===== src/rtl/ps2_pkg.sv =====
// Shared types for the PS/2 keyboard receiver: prefix codes, frame states, event record.
package ps2_pkg;

  localparam logic [7:0] PS2_PREFIX_EXT = 8'hE0;
  localparam logic [7:0] PS2_PREFIX_BRK = 8'hF0;

  typedef enum logic [1:0] {IDLE, DATA, PARITY, STOP} ps2_state_t;

  typedef struct packed {
    logic [7:0] code;
    logic       brk;
    logic       ext;
  } ps2_evt_t;

endpackage


===== src/rtl/ps2_evt_fifo.sv =====
// Generic synchronous first-word-fall-through FIFO; DEPTH must be a power of two.
module ps2_evt_fifo #(
  parameter int DATA_W = 10,
  parameter int DEPTH  = 8
) (
  input  logic                     clk,
  input  logic                     rst,
  input  logic                     push,
  input  logic [DATA_W-1:0]        din,
  input  logic                     pop,
  output logic [DATA_W-1:0]        dout,
  output logic                     full,
  output logic                     empty,
  output logic [$clog2(DEPTH):0]   count
);

  localparam int AW = $clog2(DEPTH);

  logic [DATA_W-1:0] mem [DEPTH];
  logic [AW-1:0]     wr_ptr;
  logic [AW-1:0]     rd_ptr;
  logic              do_rd;
  logic              do_wr;

  assign empty = (count == '0);
  assign full  = (count == (AW+1)'(DEPTH));
  assign do_rd = pop & ~empty;
  // A full FIFO still accepts a write when the head leaves in the same cycle.
  assign do_wr = push & (~full | do_rd);
  assign dout  = mem[rd_ptr];

  always_ff @(posedge clk or negedge rst) begin
    if (!rst) begin
      wr_ptr <= '0;
      rd_ptr <= '0;
      count  <= '0;
    end else begin
      if (do_wr) wr_ptr <= wr_ptr + 1'b1;
      if (do_rd) rd_ptr <= rd_ptr + 1'b1;
      case ({do_wr, do_rd})
        2'b10:   count <= count + 1'b1;
        2'b01:   count <= count - 1'b1;
        default: count <= count;
      endcase
    end
  end

  always_ff @(posedge clk) begin
    if (do_wr) mem[wr_ptr] <= din;
  end

endmodule


===== src/rtl/ps2_rx_evt.sv =====
// PS/2 keyboard receiver: clock filter, frame deframer, E0/F0 prefix decode, event FIFO.
// Define PS2_PARITY_CHECK_EN to reject frames with bad odd parity.
module ps2_rx_evt
  import ps2_pkg::*;
#(
  parameter int FILTER_LEN  = 4,
  parameter int TIMEOUT_CYC = 50000,
  parameter int FIFO_DEPTH  = 8
) (
  input  logic                          clk,
  input  logic                          rst,
  input  logic                          ps2k_clk,
  input  logic                          ps2k_data,
  output logic                          evt_valid,
  input  logic                          evt_ready,
  output logic [7:0]                    evt_code,
  output logic                          evt_break,
  output logic                          evt_ext,
  output logic [$clog2(FIFO_DEPTH):0]   fifo_count,
  output logic                          key_held,
  output logic                          overflow,
  input  logic                          clr_ovf,
  output logic                          frame_err
);

  localparam int TO_W = $clog2(TIMEOUT_CYC + 1);

  logic ps2_clk_p0, ps2_clk_p1, ps2_dat_p0, ps2_dat_p1;
  logic filt_clk, flip, fall;
  logic [3:0] fcnt;
  ps2_state_t state_q, state_d;
  logic [2:0] bit_q, bit_d;
  logic [TO_W-1:0] to_cnt;
  logic [7:0] shreg;
  logic err_now, byte_done, push_evt, pop, drop, full, empty, par_ok;
  logic ext_f, brk_f;
  logic [8:0] held_q;
  ps2_evt_t evt_in, head;

  // Stage p0/p1: two-flop synchronisers for the raw pins
  always_ff @(posedge clk or negedge rst) begin
    if (!rst) begin
      ps2_clk_p0 <= 1'b1;
      ps2_clk_p1 <= 1'b1;
      ps2_dat_p0 <= 1'b1;
      ps2_dat_p1 <= 1'b1;
    end else begin
      ps2_clk_p0 <= ps2k_clk;
      ps2_clk_p1 <= ps2_clk_p0;
      ps2_dat_p0 <= ps2k_data;
      ps2_dat_p1 <= ps2_dat_p0;
    end
  end

  assign flip = (ps2_clk_p1 != filt_clk) && (fcnt == 4'(FILTER_LEN - 1));
  assign fall = flip & filt_clk;

  always_ff @(posedge clk or negedge rst) begin
    if (!rst) begin
      filt_clk <= 1'b1;
      fcnt     <= '0;
    end else if (ps2_clk_p1 == filt_clk) begin
      fcnt <= '0;
    end else if (flip) begin
      filt_clk <= ps2_clk_p1;
      fcnt     <= '0;
    end else begin
      fcnt <= fcnt + 1'b1;
    end
  end

`ifdef PS2_PARITY_CHECK_EN
  logic par_q;
  always_ff @(posedge clk) begin
    if (fall && state_q == PARITY) par_q <= ps2_dat_p1;
  end
  assign par_ok = ^{shreg, par_q};
`else
  assign par_ok = 1'b1;
`endif

  always_comb begin
    state_d   = state_q;
    bit_d     = bit_q;
    err_now   = 1'b0;
    byte_done = 1'b0;
    if (state_q != IDLE && !fall && to_cnt == TO_W'(TIMEOUT_CYC - 1)) begin
      state_d = IDLE;
      err_now = 1'b1;
    end else if (fall) begin
      case (state_q)
        IDLE: if (!ps2_dat_p1) begin
          state_d = DATA;
          bit_d   = '0;
        end
        DATA: begin
          bit_d = bit_q + 1'b1;
          if (bit_q == 3'd7) state_d = PARITY;
        end
        PARITY: state_d = STOP;
        STOP: begin
          state_d = IDLE;
          if (ps2_dat_p1 && par_ok) byte_done = 1'b1;
          else                      err_now   = 1'b1;
        end
        default: state_d = IDLE;
      endcase
    end
  end

  always_ff @(posedge clk or negedge rst) begin
    if (!rst) begin
      state_q <= IDLE;
      bit_q   <= '0;
      to_cnt  <= '0;
    end else begin
      state_q <= state_d;
      bit_q   <= bit_d;
      to_cnt  <= (state_q == IDLE || fall) ? '0 : to_cnt + 1'b1;
    end
  end

  always_ff @(posedge clk) begin
    if (fall && state_q == DATA) shreg <= {ps2_dat_p1, shreg[7:1]};
  end

  // Stage p2: event decode, FIFO push and status flags
  assign push_evt = byte_done && shreg != PS2_PREFIX_EXT && shreg != PS2_PREFIX_BRK;
  assign evt_in   = {shreg, brk_f, ext_f};
  assign pop      = evt_valid & evt_ready;
  assign drop     = push_evt & full & ~pop;

  ps2_evt_fifo #(.DATA_W($bits(ps2_evt_t)), .DEPTH(FIFO_DEPTH)) u_fifo (
    .clk   (clk),
    .rst   (rst),
    .push  (push_evt),
    .din   (evt_in),
    .pop   (pop),
    .dout  (head),
    .full  (full),
    .empty (empty),
    .count (fifo_count)
  );

  assign evt_valid = ~empty;
  assign evt_code  = head.code;
  assign evt_break = head.brk;
  assign evt_ext   = head.ext;

  always_ff @(posedge clk or negedge rst) begin
    if (!rst) begin
      ext_f     <= 1'b0;
      brk_f     <= 1'b0;
      key_held  <= 1'b0;
      overflow  <= 1'b0;
      frame_err <= 1'b0;
    end else begin
      frame_err <= err_now;
      if (err_now) begin
        ext_f <= 1'b0;
        brk_f <= 1'b0;
      end else if (byte_done) begin
        if (shreg == PS2_PREFIX_EXT)      ext_f <= 1'b1;
        else if (shreg == PS2_PREFIX_BRK) brk_f <= 1'b1;
        else begin
          ext_f <= 1'b0;
          brk_f <= 1'b0;
        end
      end
      // Tracks the key even when its event is dropped on overflow.
      if (push_evt) begin
        if (!brk_f)                            key_held <= 1'b1;
        else if ({shreg, ext_f} == held_q)     key_held <= 1'b0;
      end
      if (drop)         overflow <= 1'b1;
      else if (clr_ovf) overflow <= 1'b0;
    end
  end

  always_ff @(posedge clk) begin
    if (push_evt && !brk_f) held_q <= {shreg, ext_f};
  end

endmodule


===== config.mk =====
export PLATFORM = sky130hd
export DESIGN_NAME = ps2_rx_evt
export DESIGN_NICKNAME = d
export VERILOG_FILES = /design/src/rtl/ps2_pkg.sv /design/src/rtl/ps2_evt_fifo.sv /design/src/rtl/ps2_rx_evt.sv
export SDC_FILE = /design/constraint.sdc
export NUM_CORES = 1
export LEC_CHECK = 0
export CORE_ASPECT_RATIO = 1.25
export CORE_MARGIN = 2
export CORE_UTILIZATION = 40
export DETAILED_ROUTE_END_ITERATION = 10
export DONT_BUFFER_PORTS = 1
export HOLD_SLACK_MARGIN = 0.02
export PLACE_DENSITY = 0.52
export SETUP_SLACK_MARGIN = 0.5
export SYNTH_ARGS = -nofsm -noshare
export SYNTH_HDL_FRONTEND = slang
export SYNTH_SLANG_ARGS = --single-unit

===== constraint.sdc =====
create_clock -name clk -period 5.3 [get_ports clk]
set_clock_uncertainty 0.15 [all_clocks]
set_input_delay 1.06 -clock clk [delete_from_list [all_inputs] [get_ports clk]]
set_output_delay 1.06 -clock clk [all_outputs]
set_load 0.01 [all_outputs]

**Yosys cells after proc, flatten, opt, wreduce, memory -nomap -nowiden**

Memory sizes are Yosys's and may differ from the RTL's.
Index checks and enable logic that the tools add are counted.

- Bitwise gates (word level): 12
- Reduce and logical (&&, ||, !) cells: 24
- Add/subtract/negate cells: 7
- Eq/ne operators: 22
- Multiplexer cells: 33

Operators by type and width:

| kind | count |
|---|---|
| 1-bit two-way mux | 22 |
| 16-bit by 1-bit adder with 16-bit output (second input constant) | 1 |
| 16-bit equality test (second input constant) | 1 |
| 8-bit equality test (second input constant) | 2 |
| 16-bit two-way mux | 1 |
| 8-bit inequality test (second input constant) | 2 |
| 2-bit nonzero test | 6 |
| 3-bit by 1-bit adder with 3-bit output (second input constant) | 3 |
| 9-bit equality test | 1 |
| 3-bit inequality test (second input constant) | 3 |
| 4-bit by 1-bit adder with 4-bit output (second input constant) | 2 |
| 2-bit two-way mux | 4 |
| 4-bit two-way mux | 2 |
| 2-bit one-hot mux with 4 select lines | 1 |
| 4-bit one-hot mux with 2 select lines | 1 |
| 2-bit AND reduction | 4 |
| 1-bit logical AND | 7 |
| 1-bit AND | 6 |
| 2-bit equality test (second input constant) | 3 |
| 3-bit one-hot mux with 2 select lines | 1 |
| 1-bit NOT | 5 |
| 2-bit by 1-bit equality test with 1-bit output (second input constant) | 2 |
| 4-bit by 2-bit equality test with 1-bit output (second input constant) | 1 |
| 4-bit equality test (second input constant) | 1 |
| 14 further kinds | 16 |

- Logic and storage cells: 118
- Flip-flop bits (word level): 62
- Memories: 1
- Bits of input ports: 6
- Bits in writable memories: 80

Memory list:

| name | words | width | rd ports | clocked after Yosys merged registers in | wr ports | line | source |
|---|---|---|---|---|---|---|---|
| u_fifo.mem | 8 | 10 | 1 | 0 | 1 | ps2_evt_fifo.sv:19 | `logic [DATA_W-1:0] mem [DEPTH];` |

**Longest topological paths before layout**

Gate-level depths: netlist of run 1.

- Depth in word-level cells: 12
- Mapped depth: 11
- Depth with buffers taken out: 11

**Hierarchy**

A second synthesis of run 1 with hierarchy kept.

- Cell total of the unflattened synthesis: 384
- Area, all modules: 6044.5 um2

By module, submodules not included:

| module | cells each | seq. area each (um2) | instances | area each (um2) |
|---|---|---|---|---|
| ps2_evt_fifo | 184 | 2652.5 | 1 | 3669.8 |
| ps2_rx_evt | 200 | 1392.6 | 1 | 2374.8 |

**Least setup slack after synthesis of run 1**

Ideal clock, no wire load.

- Path kind: reg2reg
- Start point: register fcnt[0]
- End point: register u_fifo.count[2]
- Data required time: 5020 ps
- Data arrival time: 2450 ps
- Stages on the path, launching flop included: 12
- Path slack: 2570 ps
- Path buffers: 0
- Path through: dfrtp_1 ha_1 or3b_4 nor3_4 nand3_2 ha_1 xor2_1 ha_1 a21oi_1 xor2_1 nor2_1 xor2_1

- Word-level cells in the longest chain between the ends: 12
- Elaborated cells between the ends (all ways): 15

Ends and longest elaborated chain:

| item | line | source |
|---|---|---|
| from (decl) | ps2_rx_evt.sv:30 | `logic [3:0] fcnt;` |
| from (signal assigned) | ps2_rx_evt.sv:68 | `fcnt <= fcnt + 1'b1;` |
| 4-bit by 2-bit equality test with 1-bit output (*) | ps2_rx_evt.sv:55 | `assign flip = (ps2_clk_p1 != filt_clk) && (fcnt == 4'(FILTER_LEN - 1));` |
| 1-bit logical AND (*) | ps2_rx_evt.sv:55 |  |
| 1-bit AND (*) | ps2_rx_evt.sv:56 | `assign fall = flip & filt_clk;` |
| 1-bit zero test | ps2_rx_evt.sv:87 | `if (state_q != IDLE && !fall && to_cnt == TO_W'(TIMEOUT_CYC - 1)) begin` |
| 1-bit logical AND (2 in a row) | ps2_rx_evt.sv:87 |  |
| 1-bit two-way mux (*) | ps2_rx_evt.sv:87 |  |
| 1-bit logical AND (*) (2 in a row) | ps2_rx_evt.sv:128 | `assign push_evt = byte_done && shreg != PS2_PREFIX_EXT && shreg != PS2_PREFIX_BRK;` |
| 1-bit AND (*) | ps2_evt_fifo.sv:29 | `assign do_wr = push & (~full \| do_rd);` |
| 2-bit by 1-bit equality test with 1-bit output / 2-bit equality test (equally long branches) | ps2_evt_fifo.sv:40 | `case ({do_wr, do_rd})` |
| 4-bit one-hot mux with 2 select lines / 2-bit nonzero test (equally long branches) | -- |  |
| to (signal assigned) | ps2_evt_fifo.sv:41 | `2'b10: count <= count + 1'b1;` |
| to (signal assigned) | ps2_evt_fifo.sv:42 | `2'b01: count <= count - 1'b1;` |
| to (signal assigned) | ps2_evt_fifo.sv:43 | `default: count <= count;` |
| to (decl) | ps2_evt_fifo.sv:14 | `output logic [$clog2(DEPTH):0] count` |

Every way passes the cells marked *; elsewhere a longest branch is shown, timed or not.
A chain may end at the register's enable or synchronous reset.

**Final worst setup path of run 1**

- Start point: register u_fifo.rd_ptr[0]
- End point: output evt_code[5]

- Word-level cells in the longest chain between the ends: 1

Ends and longest elaborated chain:

| item | line | source |
|---|---|---|
| from (decl) | ps2_evt_fifo.sv:21 | `logic [AW-1:0] rd_ptr;` |
| from (signal assigned) | ps2_evt_fifo.sv:39 | `if (do_rd) rd_ptr <= rd_ptr + 1'b1;` |
| memory read 8 x 10 bit | -- |  |
| to (decl) | ps2_rx_evt.sv:16 | `output logic [7:0] evt_code,` |

No other way between the ends.

==> metrics.yaml, run 1 <==
status: "finished with violations"
violations: "DRC"
ff2ff_setup_slack_ps: 2260
cellPowerDensity_mw_per_mm2: 396
max_slew_margin_pct: 20.9
synth-edff-count: 97
grt_pass1_wl_mm: 17.0
drv_slew: 0
clock_latency_ps: 410
routed_via_density: 5.22
ctsLongestPathBuffers: 2
syn_avg_cell_area_um2: 15.9
ir_worst_vdd_mv: 0.186
max_cap_violations: 0
dieArea_mm2: 0.0158
period_share_pct: 63.8
setup_viol: 0
worstPathMaxFanout: 18
initial_utilization_pct: 41.0
first_pass_iters: 8
numCtsBuffers: 17
vias: 3013
worst_ep_arrival_time_ps: 2170
cts_tree: "yes"
crit_type: "flip-flop to output port"
root_buffer: "clkbuf_16"
timing.fmax_mhz: 296
overflow: 0
worstSetupEndpointType: "output port"
h-tree-depth: 4
cts.sinks: 142
worstRegToRegCells: 5
power_uw: 2660
rows: 49
gp_congestion: 0.728
ys.flop_type: "edfxtp_1"
gr-usage-all-layers_pct: 14.4
coreArea_mm2: 0.0145
grt_pass1_vias: 3202
async_flop_share_pct: 31.7
leakage_uw: 0.00236
grt_antenna_before_repair: 0
postSynthCellCount: 374
cts_hold_buffers: 0
place_hpwl_mm: 6.73
post-cts-setup-buffers: 0
path_clk_slew_ps: 60
final_nets: 406
r2r_end: "u_fifo.mem[6][6]"
hold_viol_final: 0
area_growth_pct: 13.3
final.min_clock_period_ps: 3380
antenna_left: 0
tightest_slew_ps: 1180
wl_per_cell_um: 18.0
hp-class: "input port to asynchronous set/reset pin"
dr.first_iter.drc_count: 135
die_y_um: 140
fin_tns_setup_ps: 0
ys_ff_latch: 142
grt_max_degree: 46
io_buffers: 0
synth.top_cells.by_area: "edfxtp_1, dfrtp_1, mux4_2"
synth.distinct_cells: 46
die_x_um: 113
wirelength_mm: 10.4
rsz0062_at_grt: "false"
reg2reg_from: "fcnt[0]"
yosys_warnings: 0
ys_seq_area_share_pct: 68.1
syn_nets: 393
drc: 2
n_antenna_cell: 0
post_cts_resized: 0
worst_setup_path_start_kind: "flip-flop"
crit_required_ps: 4090
syn-cell-area_mm2: 0.00594
ios: 24
synth_top_area_share_pct: 49.1
layout-drive-gt1-share_pct: 18.3
final_util_pct: 46.5
synth_top_area_cell: "edfxtp_1"
-- cell usage in the layout, fill, tap and decap left out, types with 5 or more instances in the layout --
| cell | netlist | final |
|---|---|---|
| nor2_1 | 30 | 30 |
| nand3_1 | 12 | 12 |
| nor2b_1 | 7 | 7 |
| dfstp_2 | 5 | 5 |
| inv_1 | 11 | 11 |
| clkbuf_16 | 0 | 17 |
| nand2b_1 | 5 | 5 |
| nand2_1 | 14 | 14 |
| edfxtp_1 | 97 | 97 |
| xnor2_1 | 26 | 26 |
| nor4_1 | 6 | 6 |
| nand4_1 | 8 | 8 |
| dfrtp_1 | 40 | 40 |
| ha_1 | 13 | 13 |
| mux4_2 | 20 | 20 |
| nor3_1 | 10 | 10 |
| xor2_1 | 7 | 7 |
| mux2_2 | 13 | 13 |
-- worst max-delay path: stages, from the launching register on --
cell and delay (ps):
dfrtp_1 470, buf_4 400, mux4_2 580, mux2_2 310
-- cells by family after synthesis --
| kind of cell | Yosys count | synth area share (%) |
|---|---|---|
| adders and majority gates | 13 | 2.74 |
| and+or+nand+nor | 111 | 10.2 |
| DFF | 142 | 68.1 |
| AOI/OAI and AO/OA | 20 | 2.23 |
| xor gates and xnor gates | 33 | 4.87 |
| muxes | 35 | 10.5 |
| buffers and inverters | 20 | 1.33 |
-- stage by stage --
| stage | instances | worst slack [ps] | area, µm² | hold WS, ps |
|---|---|---|---|---|
| final | 577 | 1920 | 6730 | 186 |
| after global routing | 577 | 1760 | 6730 | 165 |
| after CTS | 577 | 1810 | 6730 | 164 |
| after detailed placement | 546 | 2240 | 6150 | 197 |
| after global placement | 546 | 2290 | 6150 | 196 |
| after floorplan | 374 | 2570 | 5940 | 195 |
-- registers in the layout (all words and copies together) (netlist names), 2 cells and up --
register	cells
shreg	8
u_fifo.mem	80
held_q	9
u_fifo.rd_ptr	3
bit_q	3
to_cnt	16
u_fifo.count	4
state_q	2
fcnt	4
u_fifo.wr_ptr	3
-- worst max-delay path by stage --
stage | from | to | slack [ps]
2_1_floorplan | fcnt[0] | u_fifo.count[2] | 2570
3_3_place_gp | u_fifo.rd_ptr[0] | evt_code[5] | 2290
3_5_place_dp | fcnt[0] | u_fifo.mem[6][4] | 2240
4_1_cts | u_fifo.rd_ptr[0] | evt_code[5] | 1810
5_1_grt | u_fifo.rd_ptr[0] | evt_code[5] | 1760
6_report | u_fifo.rd_ptr[0] | evt_code[5] | 1920
-- cell usage after synthesis (all sizes together), types with 2 or more instances --
master and n:
mux4 20, inv 11, nand3 13, nand3b 2, a31oi 2, nand2b 5
nor2b 7, nand4 8, a211oi 2, xor2 7, and3 2, clkbuf 5
o21ai 3, xnor2 26, edfxtp 97, dfrtp 40, mux2 14, ha 13
a21oi 4, dfstp 5, nor3 11, buf 4, nand4b 2, nor4b 4
nor4bb 2, nor2 30, nand2 14, nor4 6, o22ai 2
-- area by class of cell --
cell class / count / area (µm²)
clock buffers: 19 / 433
fillers: 1250 / 7740
well taps: 178 / 223
clock inverters: 12 / 146
inverters: 11 / 41.3
multi-input cells: 212 / 1810
flip-flops and latches: 142 / 4050
repair buffers: 3 / 22.5
-- report_power, final --
part | switching, µW | internal [µW] | leakage, µW
Clock | 430 | 732 | 0.000282
Sequential | 37.4 | 1210 | 0.00151
Combinational | 139 | 119 | 0.000567
-- layer usage --
layer	vias up	wire (µm)	track usage [%]	part of all wire (%)
met5	-	0	0	0
met1	1514	4470	16.9	43
met2	39	5460	23.9	52
li1	1453	-	-	-
met3	7	324	3.98	3.1
met4	0	146	7.89	1.4
Power figures use the tool's default switching activity.
==> run 2: changes to the inputs <==
- clock period: 5.3 -> 3.5 ns (I/O delays scaled with it)
==> run 2 against run 1 <==
The run still ends with DRC left. Hold slack lost 55 ps. Sequential power grew 52%. Sequential cell count is the same. Die area is the same. Combinational power grew 64%. Utilization grew 1.2 points. Wire length grew 4.2%. Total power grew 56%. Critical endpoint is now u_fifo.count[3]. Highest routed layer unchanged.
==> metrics.yaml, run 2 (same netlist as run 1, synthesis figures left out) <==
fillers: 1245  # -0.40%
overflow: 0  # unchanged
hold_depth: 0
crit_required_ps: 3650  # -440 ps
layout-drive-gt1-share_pct: 21.2  # +2.9 points
routed_via_density: 5.28  # +1.1%
hold_viol_final: 0  # unchanged
ctsLongestPathBuffers: 2  # unchanged
ff2ff_setup_slack_ps: 660  # -1600 ps
cts.sinks: 142  # unchanged
max_cap_violations: 0  # unchanged
setup_viol: 0  # unchanged
worst_setup_path_start_kind: "flip-flop"
rsz0062_at_grt: "false"
worstHoldEndpoint: "ps2_dat_p0"
h-tree-depth: 4  # unchanged
clock_latency_ps: 420  # about the same
drv_slew: 0  # unchanged
hp-class: "input port to flip-flop"
post_dp_cell_area_mm2: 0.00622  # +1.2%
worstRegToRegCells: 10  # +5
final.min_clock_period_ps: 2840
dr.first_iter.drc_count: 218  # +61%
fin_tns_setup_ps: 0  # unchanged
numCtsBuffers: 17  # unchanged
largest_reg_flops: 80  # unchanged
reg.largest.list: "u_fifo.mem x80, to_cnt x16, held_q x9"
root_buffer: "clkbuf_16"
die_y_um: 140  # unchanged
crit_type: "flip-flop to flip-flop"
max_slew_margin_pct: 59.1  # +38 points
vias: 3104  # +3.0%
cts_tree: "yes"
drc: 2  # unchanged
ir_worst_vdd_mv: 0.259  # +39%
tightest_slew_ps: 614  # -568 ps
path_clk_slew_ps: 60  # about the same
rows: 49  # unchanged
coreArea_mm2: 0.0145  # unchanged
antenna_left: 0  # unchanged
timing.fmax_mhz: 352
wirelength_mm: 10.8  # +4.2%
area_growth_pct: 16.1
final_nets: 417  # +2.7%
leakage_uw: 0.00244  # +3.2%
finalInstanceArea_mm2: 0.00689  # +2.5%
hp-start: "ps2k_data"
gr-usage-all-layers_pct: 15.1  # +0.67 points
period_share_pct: 81.3
wl_per_cell_um: 18.4  # +2.3%
final_cell_mix: "edfxtp_1, dfrtp_1, nor2_1"
dieArea_mm2: 0.0158  # unchanged
worstPathMaxFanout: 8  # -10
final_util_pct: 47.6  # +1.2 points
initial_utilization_pct: 41.0  # unchanged
final_common_cell: "edfxtp_1"
power_uw: 4150  # +56%
reg2reg_from: "fcnt[0]"
gp_congestion: 0.760  # +4.4%
grt_pass1_vias: 3213  # +0.34%
grt_max_degree: 46  # unchanged
r2r_end: "u_fifo.count[3]"
grt_pass1_wl_mm: 17.8  # +4.3%
status: "finished with violations"
worstSetupEndpointType: "flip-flop"
first_pass_iters: 7  # -1
violations: "DRC"
ios: 24  # unchanged
die_x_um: 113  # unchanged
worst_ep_arrival_time_ps: 2990  # +820 ps
place_hpwl_mm: 6.87  # +2.1%
grt_antenna_before_repair: 0  # unchanged
n_antenna_cell: 0  # unchanged
cellPowerDensity_mw_per_mm2: 602  # +52%
largest_register: "u_fifo.mem"
io_buffers: 0  # unchanged
## run 2: how the worst max path moves through the flow
stage                   from               to  cells after the start
finish               fcnt[0]  u_fifo.count[3]                     10
global route         fcnt[0]  u_fifo.count[2]                     12
CTS                 shreg[3]  u_fifo.count[2]                     10
detailed placement   fcnt[0]  u_fifo.count[2]                     11
global placement     fcnt[0]  u_fifo.count[2]                     11
floorplan            fcnt[0]  u_fifo.count[2]                     11
## run 2: layout make-up
type	instances	area, µm²	share of cell area (%)
flip-flops and latches	142	4050	58.7
clock buffers	19	433	6.28
clock inverters	12	170	2.47
multi-input cells	212	1840	26.7
well taps	178	223	3.23
inverters	11	41.3	0.599
repair buffers	14	140	2.03
## run 2: routing by layer
layer	track usage [%]	routed length (µm)
met1	19.3	4830
met2	23.9	5410
met3	4.20	411
met4	6.87	180
met5	0	0
## run 2: what timing repair did
item	CTS	global route
pin swaps	1	1
endpoints found under the setup margin	9	2
hold buffers	2	0
resized for setup	1	5
hold endpoints to repair	45	0
setup buffers	0	1
## run 2: critical path, cell delays in order, from the launching register on
cell and delay, ps:
dfrtp_1 370, ha_2 200, or3b_4 420, nor3_4 160
buf_4 180, nand3_4 130, ha_1 290, nand3b_1 160
a2111oi_0 390, nor3_1 140, xnor2_1 140
## run 2: through the flow
step	setup slack (ps)	hold WS [ps]	std cells
after global routing	528	106	588
after global placement	581	197	554
final	655	131	588
after floorplan	770	195	374
after CTS	526	109	587
after detailed placement	505	197	554
## run 2: where the power goes
| part | internal (µW) | switching [µW] |
|---|---|---|
| combinational | 195 | 227 |
| sequential | 1830 | 56.0 |
| clock | 1180 | 660 |
| total | 3210 | 943 |
